File: src/rtl/dct_block_arbiter_if.sv
// dct_block_arbiter_if: requester-side and DCT-side stream signals of the
// block arbiter, bundled so the arbiter and its environment share one port.
//
// Handshake: on every stream a beat transfers on a rising clock edge where
// tvalid and tready are both 1. A source that raises tvalid keeps tvalid,
// tdata, tlast and tuser stable until that transfer happens. A sink may
// drive tready independently of tvalid.
interface dct_block_arbiter_if #(
  parameter int N_REQ       = 3,
  parameter int TDATA_WIDTH = 64,
  parameter int ID_W        = $clog2(N_REQ)
);
  logic [N_REQ-1:0]             s_tvalid_i;
  logic [N_REQ-1:0]             s_tready_o;
  logic [N_REQ*TDATA_WIDTH-1:0] s_tdata_i;
  logic [N_REQ-1:0]             s_tlast_i;
  logic [N_REQ-1:0]             s_tuser_i;
  logic                         m_tvalid_o;
  logic                         m_tready_i;
  logic [TDATA_WIDTH-1:0]       m_tdata_o;
  logic                         m_tlast_o;
  logic                         m_tuser_o;
  logic [ID_W-1:0]              m_tid_o;

  // Arbiter side: consumes the requester streams, produces the tagged stream.
  modport master (
    input  s_tvalid_i, s_tdata_i, s_tlast_i, s_tuser_i, m_tready_i,
    output s_tready_o, m_tvalid_o, m_tdata_o, m_tlast_o, m_tuser_o, m_tid_o
  );

  // Environment side: requesters and the DCT engine.
  modport slave (
    output s_tvalid_i, s_tdata_i, s_tlast_i, s_tuser_i, m_tready_i,
    input  s_tready_o, m_tvalid_o, m_tdata_o, m_tlast_o, m_tuser_o, m_tid_o
  );
endinterface

File: src/rtl/dct_block_arbiter.sv
// dct_block_arbiter: shares one 8x8 DCT engine between N_REQ row streams.
// Whole blocks of BEATS_PER_BLOCK beats are granted in round-robin order and
// never interrupted; each output beat carries the granted requester index.
// Optional feature macro DCT_ARB_420_EN: requester 0 (luma) keeps the grant
// for up to 4 consecutive blocks, giving 4:2:0 MCU order Y Y Y Y Cb Cr.
module dct_block_arbiter #(
  parameter int N_REQ           = 3,
  parameter int PX_WIDTH        = 8,
  parameter int TDATA_WIDTH     = PX_WIDTH*8,
  parameter int BEATS_PER_BLOCK = 8
) (
  input  logic                clk_i,
  input  logic                rst_n_i,
  dct_block_arbiter_if.master bus,
  output logic                blk_done_o,
  output logic                err_o,
  output logic                dbg_state_o
);

  localparam int ID_W  = $clog2(N_REQ);
  localparam int CNT_W = $clog2(BEATS_PER_BLOCK);
  localparam logic [CNT_W-1:0] LAST_BEAT = CNT_W'(BEATS_PER_BLOCK-1);
  localparam logic [ID_W-1:0]  LAST_ID   = ID_W'(N_REQ-1);
  localparam logic [ID_W:0]    N_REQ_EXT = (ID_W+1)'(N_REQ);

  typedef enum logic {IDLE, LOCK} state_t;

  state_t             state_q, state_d;
  logic [ID_W-1:0]    grant_q, grant_d;
  logic [ID_W-1:0]    rr_ptr_q, rr_ptr_d;
  logic [CNT_W-1:0]   beat_cnt_q, beat_cnt_d;
  logic [ID_W-1:0]    pick;
  logic               pick_vld;
  logic [ID_W-1:0]    grant_next;

  logic               sel_valid;
  logic [TDATA_WIDTH-1:0] sel_data;
  logic               sel_last;
  logic               sel_user;
  logic               in_ready;
  logic               in_acc;
  logic               last_acc;
  logic               frame_err;
  logic [N_REQ-1:0]   s_tready;

  logic               m_tvalid_q;
  logic [TDATA_WIDTH-1:0] m_tdata_q;
  logic               m_tlast_q;
  logic               m_tuser_q;
  logic [ID_W-1:0]    m_tid_q;
  logic               blk_done_q;
  logic               err_q;

`ifdef DCT_ARB_420_EN
  logic [1:0]         luma_cnt_q, luma_cnt_d;
`endif

  // Granted requester's beat; only meaningful while LOCKed.
  assign sel_valid = bus.s_tvalid_i[grant_q];
  assign sel_data  = bus.s_tdata_i[grant_q*TDATA_WIDTH +: TDATA_WIDTH];
  assign sel_last  = bus.s_tlast_i[grant_q];
  assign sel_user  = bus.s_tuser_i[grant_q];

  // The output register can take a new beat when empty or draining this cycle.
  assign in_ready   = (state_q == LOCK) && (!m_tvalid_q || bus.m_tready_i);
  assign in_acc     = in_ready && sel_valid;
  assign last_acc   = in_acc && (beat_cnt_q == LAST_BEAT);
  assign grant_next = (grant_q == LAST_ID) ? '0 : grant_q + 1'b1;

  // tuser only belongs on the first row of a block, tlast only on the last.
  assign frame_err = in_acc &&
                     ((sel_user && (beat_cnt_q != '0)) ||
                      (sel_last && (beat_cnt_q != LAST_BEAT)));

  // Round-robin search: first valid requester at or after rr_ptr, wrapping.
  always_comb begin
    logic [ID_W:0] cand;
    cand     = '0;
    pick     = rr_ptr_q;
    pick_vld = 1'b0;
    for (int k = 0; k < N_REQ; k++) begin
      cand = {1'b0, rr_ptr_q} + (ID_W+1)'(k);
      if (cand >= N_REQ_EXT) cand = cand - N_REQ_EXT;
      if (!pick_vld && bus.s_tvalid_i[cand[ID_W-1:0]]) begin
        pick_vld = 1'b1;
        pick     = cand[ID_W-1:0];
      end
    end
  end

  // Only the granted requester sees ready, and only while LOCKed.
  always_comb begin
    s_tready          = '0;
    s_tready[grant_q] = in_ready;
  end

  // Next-state logic: IDLE arbitrates for one cycle, LOCK streams one block.
  always_comb begin
    state_d    = state_q;
    grant_d    = grant_q;
    rr_ptr_d   = rr_ptr_q;
    beat_cnt_d = beat_cnt_q;
`ifdef DCT_ARB_420_EN
    luma_cnt_d = luma_cnt_q;
`endif
    case (state_q)
      IDLE: begin
`ifdef DCT_ARB_420_EN
        // Luma has nothing to send at its turn: its burst is over.
        if ((rr_ptr_q == '0) && !bus.s_tvalid_i[0]) luma_cnt_d = '0;
`endif
        if (pick_vld) begin
          grant_d = pick;
          state_d = LOCK;
        end
      end
      LOCK: begin
        if (in_acc) begin
          if (beat_cnt_q == LAST_BEAT) begin
            beat_cnt_d = '0;
            state_d    = IDLE;
            rr_ptr_d   = grant_next;
`ifdef DCT_ARB_420_EN
            // Luma keeps the pointer until its fourth consecutive block.
            if ((grant_q == '0) && (luma_cnt_q != 2'd3)) begin
              rr_ptr_d   = '0;
              luma_cnt_d = luma_cnt_q + 2'd1;
            end else begin
              luma_cnt_d = '0;
            end
`endif
          end else begin
            beat_cnt_d = beat_cnt_q + 1'b1;
          end
        end
      end
      default: state_d = IDLE;
    endcase
  end

  // FSM and arbitration state registers.
  always_ff @(posedge clk_i) begin
    if (!rst_n_i) begin
      state_q    <= IDLE;
      grant_q    <= '0;
      rr_ptr_q   <= '0;
      beat_cnt_q <= '0;
    end else begin
      state_q    <= state_d;
      grant_q    <= grant_d;
      rr_ptr_q   <= rr_ptr_d;
      beat_cnt_q <= beat_cnt_d;
    end
  end

`ifdef DCT_ARB_420_EN
  // Consecutive luma block counter.
  always_ff @(posedge clk_i) begin
    if (!rst_n_i) luma_cnt_q <= '0;
    else          luma_cnt_q <= luma_cnt_d;
  end
`endif

  // Output register: loads on input accept, empties when the engine takes it.
  always_ff @(posedge clk_i) begin
    if (!rst_n_i) begin
      m_tvalid_q <= 1'b0;
      m_tdata_q  <= '0;
      m_tlast_q  <= 1'b0;
      m_tuser_q  <= 1'b0;
      m_tid_q    <= '0;
    end else if (in_acc) begin
      m_tvalid_q <= 1'b1;
      m_tdata_q  <= sel_data;
      m_tlast_q  <= sel_last;
      m_tuser_q  <= sel_user;
      m_tid_q    <= grant_q;
    end else if (bus.m_tready_i) begin
      m_tvalid_q <= 1'b0;
    end
  end

  // Block-done pulse and sticky framing error.
  always_ff @(posedge clk_i) begin
    if (!rst_n_i) begin
      blk_done_q <= 1'b0;
      err_q      <= 1'b0;
    end else begin
      blk_done_q <= last_acc;
      if (frame_err) err_q <= 1'b1;
    end
  end

  assign bus.s_tready_o = s_tready;
  assign bus.m_tvalid_o = m_tvalid_q;
  assign bus.m_tdata_o  = m_tdata_q;
  assign bus.m_tlast_o  = m_tlast_q;
  assign bus.m_tuser_o  = m_tuser_q;
  assign bus.m_tid_o    = m_tid_q;
  assign blk_done_o     = blk_done_q;
  assign err_o          = err_q;
  assign dbg_state_o    = (state_q == LOCK);

endmodule

File: src/flat_wrapper.sv
// flat-port wrapper written by rule: the top's interface ports become plain ports
module dct_block_arbiter_flat 
#(
  parameter int N_REQ           = 3,
  parameter int PX_WIDTH        = 8,
  parameter int TDATA_WIDTH     = PX_WIDTH*8,
  parameter int BEATS_PER_BLOCK = 8
)
  (clk_i, rst_n_i, blk_done_o, err_o, dbg_state_o, bus_s_tvalid_i, bus_s_tdata_i, bus_s_tlast_i, bus_s_tuser_i, bus_m_tready_i, bus_s_tready_o, bus_m_tvalid_o, bus_m_tdata_o, bus_m_tlast_o, bus_m_tuser_o, bus_m_tid_o);
  dct_block_arbiter_if #(.N_REQ(N_REQ), .TDATA_WIDTH(TDATA_WIDTH)) bus_i ();
  input  logic clk_i;
  input  logic rst_n_i;
  output logic blk_done_o;
  output logic err_o;
  output logic dbg_state_o;
  input wire logic [$bits(bus_i.s_tvalid_i)-1:0] bus_s_tvalid_i;
  input wire logic [$bits(bus_i.s_tdata_i)-1:0] bus_s_tdata_i;
  input wire logic [$bits(bus_i.s_tlast_i)-1:0] bus_s_tlast_i;
  input wire logic [$bits(bus_i.s_tuser_i)-1:0] bus_s_tuser_i;
  input wire logic [$bits(bus_i.m_tready_i)-1:0] bus_m_tready_i;
  output wire logic [$bits(bus_i.s_tready_o)-1:0] bus_s_tready_o;
  output wire logic [$bits(bus_i.m_tvalid_o)-1:0] bus_m_tvalid_o;
  output wire logic [$bits(bus_i.m_tdata_o)-1:0] bus_m_tdata_o;
  output wire logic [$bits(bus_i.m_tlast_o)-1:0] bus_m_tlast_o;
  output wire logic [$bits(bus_i.m_tuser_o)-1:0] bus_m_tuser_o;
  output wire logic [$bits(bus_i.m_tid_o)-1:0] bus_m_tid_o;
  assign bus_i.s_tvalid_i = bus_s_tvalid_i;
  assign bus_i.s_tdata_i = bus_s_tdata_i;
  assign bus_i.s_tlast_i = bus_s_tlast_i;
  assign bus_i.s_tuser_i = bus_s_tuser_i;
  assign bus_i.m_tready_i = bus_m_tready_i;
  assign bus_s_tready_o = bus_i.s_tready_o;
  assign bus_m_tvalid_o = bus_i.m_tvalid_o;
  assign bus_m_tdata_o = bus_i.m_tdata_o;
  assign bus_m_tlast_o = bus_i.m_tlast_o;
  assign bus_m_tuser_o = bus_i.m_tuser_o;
  assign bus_m_tid_o = bus_i.m_tid_o;
  dct_block_arbiter #(.N_REQ(N_REQ), .PX_WIDTH(PX_WIDTH), .TDATA_WIDTH(TDATA_WIDTH), .BEATS_PER_BLOCK(BEATS_PER_BLOCK)) u_core (.clk_i(clk_i), .rst_n_i(rst_n_i), .bus(bus_i), .blk_done_o(blk_done_o), .err_o(err_o), .dbg_state_o(dbg_state_o));
endmodule
File: config.mk
export PLATFORM = sky130hd
export DESIGN_NAME = dct_block_arbiter_flat
export DESIGN_NICKNAME = d
export VERILOG_FILES = /design/src/rtl/dct_block_arbiter_if.sv /design/src/rtl/dct_block_arbiter.sv /design/src/flat_wrapper.sv
export SDC_FILE = /design/constraint.sdc
export NUM_CORES = 1
export LEC_CHECK = 0
export CAP_MARGIN = 20
export CORE_MARGIN = 3
export CORE_UTILIZATION = 40
export DETAILED_ROUTE_END_ITERATION = 7
export PLACE_DENSITY_LB_ADDON = 0.3
export SETUP_SLACK_MARGIN = 0.4
export SLEW_MARGIN = 25
export SYNTH_ARGS = -nofsm -noshare
export SYNTH_HDL_FRONTEND = slang
export SYNTH_SLANG_ARGS = --single-unit
File: constraint.sdc
create_clock -name clk_i -period 2.7 [get_ports clk_i]
set_input_delay 0.405 -clock clk_i [delete_from_list [all_inputs] [get_ports clk_i]]
set_output_delay 0.405 -clock clk_i [all_outputs]
set_load 0.005 [all_outputs]
Word-level counts from Yosys, hierarchy flattened:

Index checks and enable logic that the tools add are counted.

* logic and storage cells: 82
* flip-flop bits (word level): 79
* bits of input ports: 204
* output and inout port bits: 75

* order comparisons: 8
* equal/unequal tests: 3
* add/subtract/negate cells: 7
* multiplexer cells: 31
* reductions and logical operators: 19
* shifts and indexed selects: 1
* bitwise logic cells: 2

Operators with widths (count)
* $shiftx 192x9->64: 1
* $mux 1: 15
* $mux 2: 7
* $bmux 1 s2: 6
* $lt 2x3->1 const B: 4
* $logic_and 1x1->1: 9
* $ge 3x2->1 const B: 2
* $sub 2x2->2 const B: 3
* $reduce_and 2->1: 2
* $add 2x1->3 const B: 1
* $add 2x2->3 const B: 1
* $add 3x1->3 const B: 1
* $and 3x3->3: 1
* $eq 3x3->1 const B: 1
* $logic_not 1->1: 3
* $mux 3: 1
* $ne 3x3->1 const B: 1
* $reduce_and 3->1: 1
* $reduce_bool 3->1: 1
* $add 2x1->2 const B: 1
* $demux 1 s2: 1
* $eq 2x2->1 const B: 1
* $ge 2x1->1 const B: 1
* $ge 2x2->1 const B: 1
* 4 further kinds: 5

Depth between registers and ports, before layout:

Gate-level depths: netlist of run 1.

* depth after elaboration: 13
* depth in mapped cells: 8
* depth with buffers taken out: 7

Worst setup path after synthesis of run 1:

No wires, ideal clock.

* kind: register to register
* start: reg u_core.rr_ptr_q[0]
* end: reg u_core.grant_q[0]
* stages on the path, launching flop included: 9
* arrival: 1674 ps
* data required time: 2608 ps
* period minus slack after synthesis: 1767 ps
* setup time: 92 ps
* buffers on the path: 1
* setup slack: 933 ps
* cells stage by stage: dfxtp_1 > inv_1 > ha_1 > buf_2 > mux2i_1 > o22ai_1 > nor3_1 > o32a_1 > o32ai_1

* longest elaborated chain between the ends: 12
* elaborated cells on any way between the ends: 28
* those cells by class: 5 x add/sub; 3 x order compare; 15 x mux; 5 x reduce/logical

Ends and longest elaborated chain
* from (decl): line dct_block_arbiter.sv:30 `logic [ID_W-1:0] rr_ptr_q, rr_ptr_d;`
* from (signal assigned): line dct_block_arbiter.sv:151 `rr_ptr_q <= rr_ptr_d;`
* parallel branches: the longest is 12 deep, another holds $add 2x1->3
* to (signal assigned): line dct_block_arbiter.sv:150 `grant_q <= grant_d;`
* to (decl): line dct_block_arbiter.sv:29 `logic [ID_W-1:0] grant_q, grant_d;`

Parallel ways; which one is timed is not known. The select of a mux whose other input is x is not followed.
A chain may end at the register's enable or synchronous reset.

Final worst setup path of run 1:

* start: in bus_m_tready_i
* end: out bus_s_tready_o[0]

* longest elaborated chain between the ends: 3

Ends and longest elaborated chain
* from (decl): line flat_wrapper.sv:20 `input wire logic [$bits(bus_i.m_tready_i)-1:0] bus_m_tready_i;`
* $logic_or 1x1->1: line dct_block_arbiter.sv:65 `assign in_ready = (state_q == LOCK) && (!m_tvalid_q || bus.m_tready_i);`
* $logic_and 1x1->1: line dct_block_arbiter.sv:65
* $and 3x3->3 (no source line)
* to (decl): line flat_wrapper.sv:21 `output wire logic [$bits(bus_i.s_tready_o)-1:0] bus_s_tready_o;`

No other way between the ends.

==> flow_metrics.env, run 1 <==
export IMPL_status="completed"
export IMPL_ys_seq_elements=79
export IMPL_drt_iter0_markers=280
export IMPL_routabilityCongestion=0.885
export IMPL_fin_crit_ns=2.24
export IMPL_firstDrtPassIters=7
export IMPL_grt_max_degree=77
export IMPL_p_leak_uw=0.00316
export IMPL_cts_htree_levels=3
export IMPL_r2r_start="u_core.rr_ptr_q[0]"
export IMPL_path_max_fanout=4
export IMPL_tns_ns=0
export IMPL_met3_usage_pct=5.79
export IMPL_via_per_inst=5.53
export IMPL_antenna_found_initial=0
export IMPL_power_total_uw=3030
export IMPL_critPathArrivalTime_ns=1.83
export IMPL_rsz0062_at_grt="false"
export IMPL_cts_made_buffers=9
export IMPL_final_cell_mix="clkdlybuf4s50_1, nand2_1, dfxtp_1"
export IMPL_die_w_um=111
export IMPL_fin_util_pct=70.6
export IMPL_finalNetCount=936
export IMPL_r2r_end="u_core.grant_q[0]"
export IMPL_drt_antenna_violating_nets=0
export IMPL_ir_worst_vdd_v=0.000235
export IMPL_vias=4785
export IMPL_grtUsageMet1_pct=26.8
export IMPL_powerDensity_nw_per_um2=407
export IMPL_drc=0
export IMPL_syn_inst=476
export IMPL_rows=37
export IMPL_worstPathRequired_ns=2.30
export IMPL_syn_area_per_cell_um2=9.28
export IMPL_synth_nets=686
export IMPL_hold_viol=0
export IMPL_worst_clock_skew_ns=0.0136
export IMPL_globalRoute_totalOverflow=0
export IMPL_fp_coreArea_um2=10600
export IMPL_antenna_cells=0
export IMPL_period_share_pct=82.8
export IMPL_start_util_pct=41.9
export IMPL_worstSetupPathType="input port to output pin"
export IMPL_dp_hpwl_um=11900
export IMPL_clk_pin_slew_ns=0.07
export IMPL_drive_gt1_share_pct=3.84
export IMPL_grt_pass1_vias=4879
export IMPL_slew_violations=0
export IMPL_start_kind="input port"
export IMPL_holdPathStages=2
export IMPL_worst_slew_pin_slew_ns=0.749
export IMPL_max_freq_mhz=447
export IMPL_synth_area_um2=4420
export IMPL_wl_per_cell_um=18.2
export IMPL_root_buffer="clkbuf_8"
export IMPL_tritoncts="yes"
export IMPL_r2r_slack_ns=0.63
export IMPL_clk_latency_ns=0.34
export IMPL_syn2layout_area_growth_pct=68.6
export IMPL_grt_pass1_wl_um=24600
export IMPL_grt_use_met2_pct=45.6
export IMPL_setup_viol=0
export IMPL_portBuffers=278
export IMPL_max_slew_margin_pct=50.1
export IMPL_busiest_layer="met2"
export IMPL_ys_seq_area_share_pct=35.8
export IMPL_die_y_um=111
export IMPL_end_kind="output pin"
export IMPL_clockBufferDepth=2
export IMPL_final_common_cell="clkdlybuf4s50_1"
export IMPL_synth_cell_types=35
export IMPL_holdBufCountCts=0
export IMPL_drv_cap=0
export IMPL_r2r_worst_path_cells=7
export IMPL_yosysWarningCount=0
export IMPL_grtUsageTotal_pct=24.4
export IMPL_ioPinCount=279
export IMPL_die_area_um2=12300
export IMPL_hold_path_startpoint="u_core.bus.m_tid_o[1]"
export IMPL_clock_sinks=79
export IMPL_whs_endpoint="u_core.bus.m_tid_o[1]"
export IMPL_wirelength_um=15800
export IMPL_min_path_type="flop to flop"
-- timing repair --
| action | 4_1_cts | 5_1_grt |
|---|---|---|
| buffers inserted | 0 | 1 |
| hold endpoints to repair | 0 | 0 |
| endpoints found under the setup margin | 1 | 1 |
| resized for setup | 1 | 0 |
-- routing by layer --
metal,share of wire [%],vias to the layer above
li1,-,2280
met5,0,-
met2,54,198
met1,36,2274
met4,2.5,0
met3,7.3,33
-- where the power goes --
part,internal [µW],switching [µW],leakage [µW],total [µW]
logic,580,311,0.00242,891
registers,1260,62.2,0.000651,1320
clock network,407,408,0.0000898,815
total,2250,781,0.00316,3030
-- worst max-delay path by stage --
stage                                    end  slack [ns]  depth (start not counted)               start
detailed placement  u_core.bus.m_tdata_o[41]        0.40                          7   bus_s_tvalid_i[0]
finish                     bus_s_tready_o[0]        0.46                          5      bus_m_tready_i
floorplan                  u_core.grant_q[0]        0.93                          8  u_core.rr_ptr_q[0]
global placement    u_core.bus.m_tdata_o[42]        0.50                          7   bus_s_tvalid_i[1]
CTS                        bus_s_tready_o[1]        0.45                          3   u_core.grant_q[0]
global route               bus_s_tready_o[0]        0.40                          5      bus_m_tready_i
-- stage by stage --
stage | std cells | hold WS [ns] | instance area, µm² | setup WS [ns]
after global routing | 866 | 0.489 | 7450 | 0.402
after floorplan | 476 | 0.447 | 4420 | 0.933
final | 866 | 0.452 | 7450 | 0.465
after global placement | 850 | 0.443 | 7250 | 0.504
after detailed placement | 850 | 0.445 | 7250 | 0.401
after CTS | 865 | 0.455 | 7420 | 0.452
-- kinds of logic (layout without fill, tap and decap cells) --
logic type	after synthesis	count (layout)	synth area share (%)
fa+ha+maj	6	6	1.70
flops	79	79	35.8
buf+inv	57	311	6.09
mux	70	70	15.9
compound gates	157	157	30.3
simple gates	107	107	10.2
-- flip-flops by register name, indices dropped and copies added (netlist names) --
signal / count
u_core.dbg_state_o: 1
u_core.rr_ptr_q: 2
u_core.bus.m_tdata_o: 64
u_core.blk_done_o: 1
u_core.grant_q: 2
u_core.bus.m_tlast_o: 1
u_core.bus.m_tvalid_o: 1
u_core.err_o: 1
u_core.bus.m_tid_o: 2
u_core.beat_cnt_q: 3
u_core.bus.m_tuser_o: 1
-- critical path: stages --
cell	delay, ns
clkdlybuf4s50_1	0.46
nand2b_1	0.18
nand2_1	0.12
nor3_1	0.15
clkdlybuf4s50_1	0.52
-- cell type report --
| cell class | count | area [µm²] |
|---|---|---|
| Sequential cell | 79 | 1590 |
| Fill cell | 814 | 3110 |
| Multi-Input combinational cell | 340 | 2580 |
| Tap cell | 136 | 170 |
| Inverter | 8 | 30.0 |
| Timing Repair Buffer | 288 | 2910 |
| Clock buffer | 15 | 176 |
-- cell usage after synthesis, drive strengths merged --
library cell   n  area (µm²)
clkbuf        21        78.8
nor2           4        15.0
o21ai          1        5.00
o211a         66         661
a22o           1        8.76
dfxtp         79        1580
a22oi          2        15.0
nand3b         1        7.51
o211ai        64         480
a21boi         8        60.1
or3            4        25.0
ha             6        75.1
a21oi          5        25.0
nor2b          3        21.3
a211o          1        8.76
and2b          1        7.51
mux2i         68         681
nand3          1        5.00
inv            8        30.0
o32a           2        20.0
nand2b         4        25.0
nor3           4        20.0
nand4          1        6.26
o32ai          2        17.5
o22ai          3        18.8
mux2           2        22.5
and3           2        12.5
buf           28         160
o2bb2ai        1        8.76
o221ai         1        8.76
nand2         82         308
Note: power is estimated with default switching activity, not from simulation.
==> run 2, diff against run 1 <==
- CORE_UTILIZATION: 40 -> 34
- clock period: 2.7 -> 1.9 ns (I/O delays scaled with it)
==> run 2 against run 1 <==
Effect of this change: critical path depth grew 3; sequential share of layout area shrank 3.0 points; largest cell class unchanged; global-route usage grew 0.34 points; setup slack lost 0.34 ns; final cell count grew 11%; critical endpoint is now u_core.grant_q[1]; combinational power grew 75%; clock power grew 150%; die area grew 17%.
==> flow_metrics.env, run 2 (synthesized netlist as in run 1, its figures left out) <==
export IMPL_cp_top_family="compound AO/OA/AOI/OAI gates"
export IMPL_status="completed"
export IMPL_setup_slack_ns=0.123
export IMPL_globalRoute_totalOverflow=0
export IMPL_dpl_worst_slack_ns=-0.0884
export IMPL_grt_max_degree=39
export IMPL_drt_iter0_markers=237
export IMPL_stdcell_count=964
export IMPL_fin_util_pct=69.1
export IMPL_drt_antenna_violating_nets=0
export IMPL_clk_pin_slew_ns=0.07
export IMPL_syn2layout_area_growth_pct=98.2
export IMPL_clk_latency_ns=0.34
export IMPL_cts_htree_levels=3
export IMPL_firstDrtPassIters=5
export IMPL_grtUsageTotal_pct=24.7
export IMPL_fillers=933
export IMPL_via_per_inst=5.36
export IMPL_hold_viol=0
export IMPL_setup_viol=0
export IMPL_largest_register_ffs=64
export IMPL_cp_slowest_cell="dfxtp_4"
export IMPL_drv_cap=0
export IMPL_worst_path_most_repeated_cell="buf_4"
export IMPL_antenna_found_initial=0
export IMPL_worstPathRequired_ns=2.11
export IMPL_p_leak_uw=0.00438
export IMPL_wirelength_um=19000
export IMPL_slew_violations=0
export IMPL_max_slew_margin_pct=65.9
export IMPL_ioPinCount=279
export IMPL_tritoncts="yes"
export IMPL_antenna_cells=0
export IMPL_tns_ns=0
export IMPL_ir_worst_vdd_v=0.000495
export IMPL_dp_cells=907
export IMPL_routabilityCongestion=0.879
export IMPL_vias=5170
export IMPL_rows=41
export IMPL_grt_pass1_wl_um=28300
export IMPL_die_w_um=120
export IMPL_max_freq_mhz=563
export IMPL_finalNetCount=997
export IMPL_powerDensity_nw_per_um2=620
export IMPL_final_cell_mix="clkdlybuf4s50_1, nand2_1, dfxtp_1"
export IMPL_grt_pass1_vias=5335
export IMPL_critPathArrivalTime_ns=1.99
export IMPL_drc=0
export IMPL_root_buffer="clkbuf_16"
export IMPL_drive_gt1_share_pct=17.7
export IMPL_fin_crit_ns=1.78
export IMPL_die_y_um=120
export IMPL_clock_sinks=79
export IMPL_end_kind="flop"
export IMPL_hold_ws_ns=0.447
export IMPL_path_max_fanout=6
export IMPL_rsz0062_at_grt="true"
export IMPL_critical_path_max_stage_delay_ns=0.36
export IMPL_die_area_um2=14400
export IMPL_final_common_cell="clkdlybuf4s50_1"
export IMPL_crit_chain="inv_2 -> ha_4 -> mux2i_2 -> o22ai_4 -> buf_4 -> buf_4 -> a21oi_4 -> o32ai_2"
export IMPL_crit_buf_inv=3
export IMPL_worst_clock_skew_ns=0.00974
export IMPL_start_kind="flop"
export IMPL_period_share_pct=93.5
export IMPL_min_path_type="input port to flop"
export IMPL_start_util_pct=34.9
export IMPL_wl_per_cell_um=19.7
export IMPL_worst_slew_pin_slew_ns=0.512
export IMPL_fp_coreArea_um2=12700
export IMPL_clockBufferDepth=2
export IMPL_cts_made_buffers=9
export IMPL_portBuffers=278
export IMPL_worstSetupPathType="flop to flop"
export IMPL_dp_hpwl_um=12200
-- run 2: final cells by class --
class / instances / area [µm²] / area share, %
well taps: 172 / 215 / 2.46
multi-input cells: 340 / 2830 / 32.3
flip-flops and latches: 79 / 1600 / 18.3
repair buffers: 349 / 3740 / 42.7
clock buffers: 11 / 243 / 2.77
inverters: 8 / 30.0 / 0.343
clock inverters: 5 / 105 / 1.20
-- run 2: power by group --
| part | internal (µW) | leakage, µW | switching, µW |
|---|---|---|---|
| registers | 1790 | 0.000654 | 82.5 |
| clock network | 1320 | 0.000162 | 679 |
| logic | 990 | 0.00356 | 569 |
-- run 2: per-layer routing --
layer	global-route usage [%]	up-vias	routed length [µm]
met5	0	-	0
met4	10.8	0	582
met3	5.51	40	1200
li1	-	2420	-
met1	28.5	2483	7150
met2	43.7	227	10100
-- run 2: repair_timing --
action | 4_1_cts | 5_1_grt
setup endpoints to repair | 106 | 120
setup buffers | 20 | 9
resized for setup | 85 | 78
pin swaps | 20 | 30
cloned | 10 | 2
hold buffers | 0 | 0
-- run 2: worst paths after layout --
check                   startpoint                       end  slack [ns]  cells past startpoint
max             u_core.rr_ptr_q[0]         u_core.grant_q[1]        0.12                      8
min                        rst_n_i  u_core.bus.m_tdata_o[21]        0.45                      2
max reg2reg     u_core.rr_ptr_q[0]         u_core.grant_q[1]        0.12                      8
min reg2reg  u_core.bus.m_tid_o[0]     u_core.bus.m_tid_o[0]        0.45                      2
-- run 2: per-stage QoR --
step	cell area, µm²	total power [µW]
finish	8760	5430
global route	8760	5650
CTS	8410	5400
detailed placement	7480	3230
global placement	7480	3200
floorplan	4490	2380
-- run 2: worst register-to-register path: cells and delay by family, from the launching register on --
kind / cells / cell delay, ns
compound gates: 3 / 0.40
mux: 1 / 0.26
fa+ha+maj: 1 / 0.31
buf+inv: 3 / 0.33
flops: 1 / 0.36
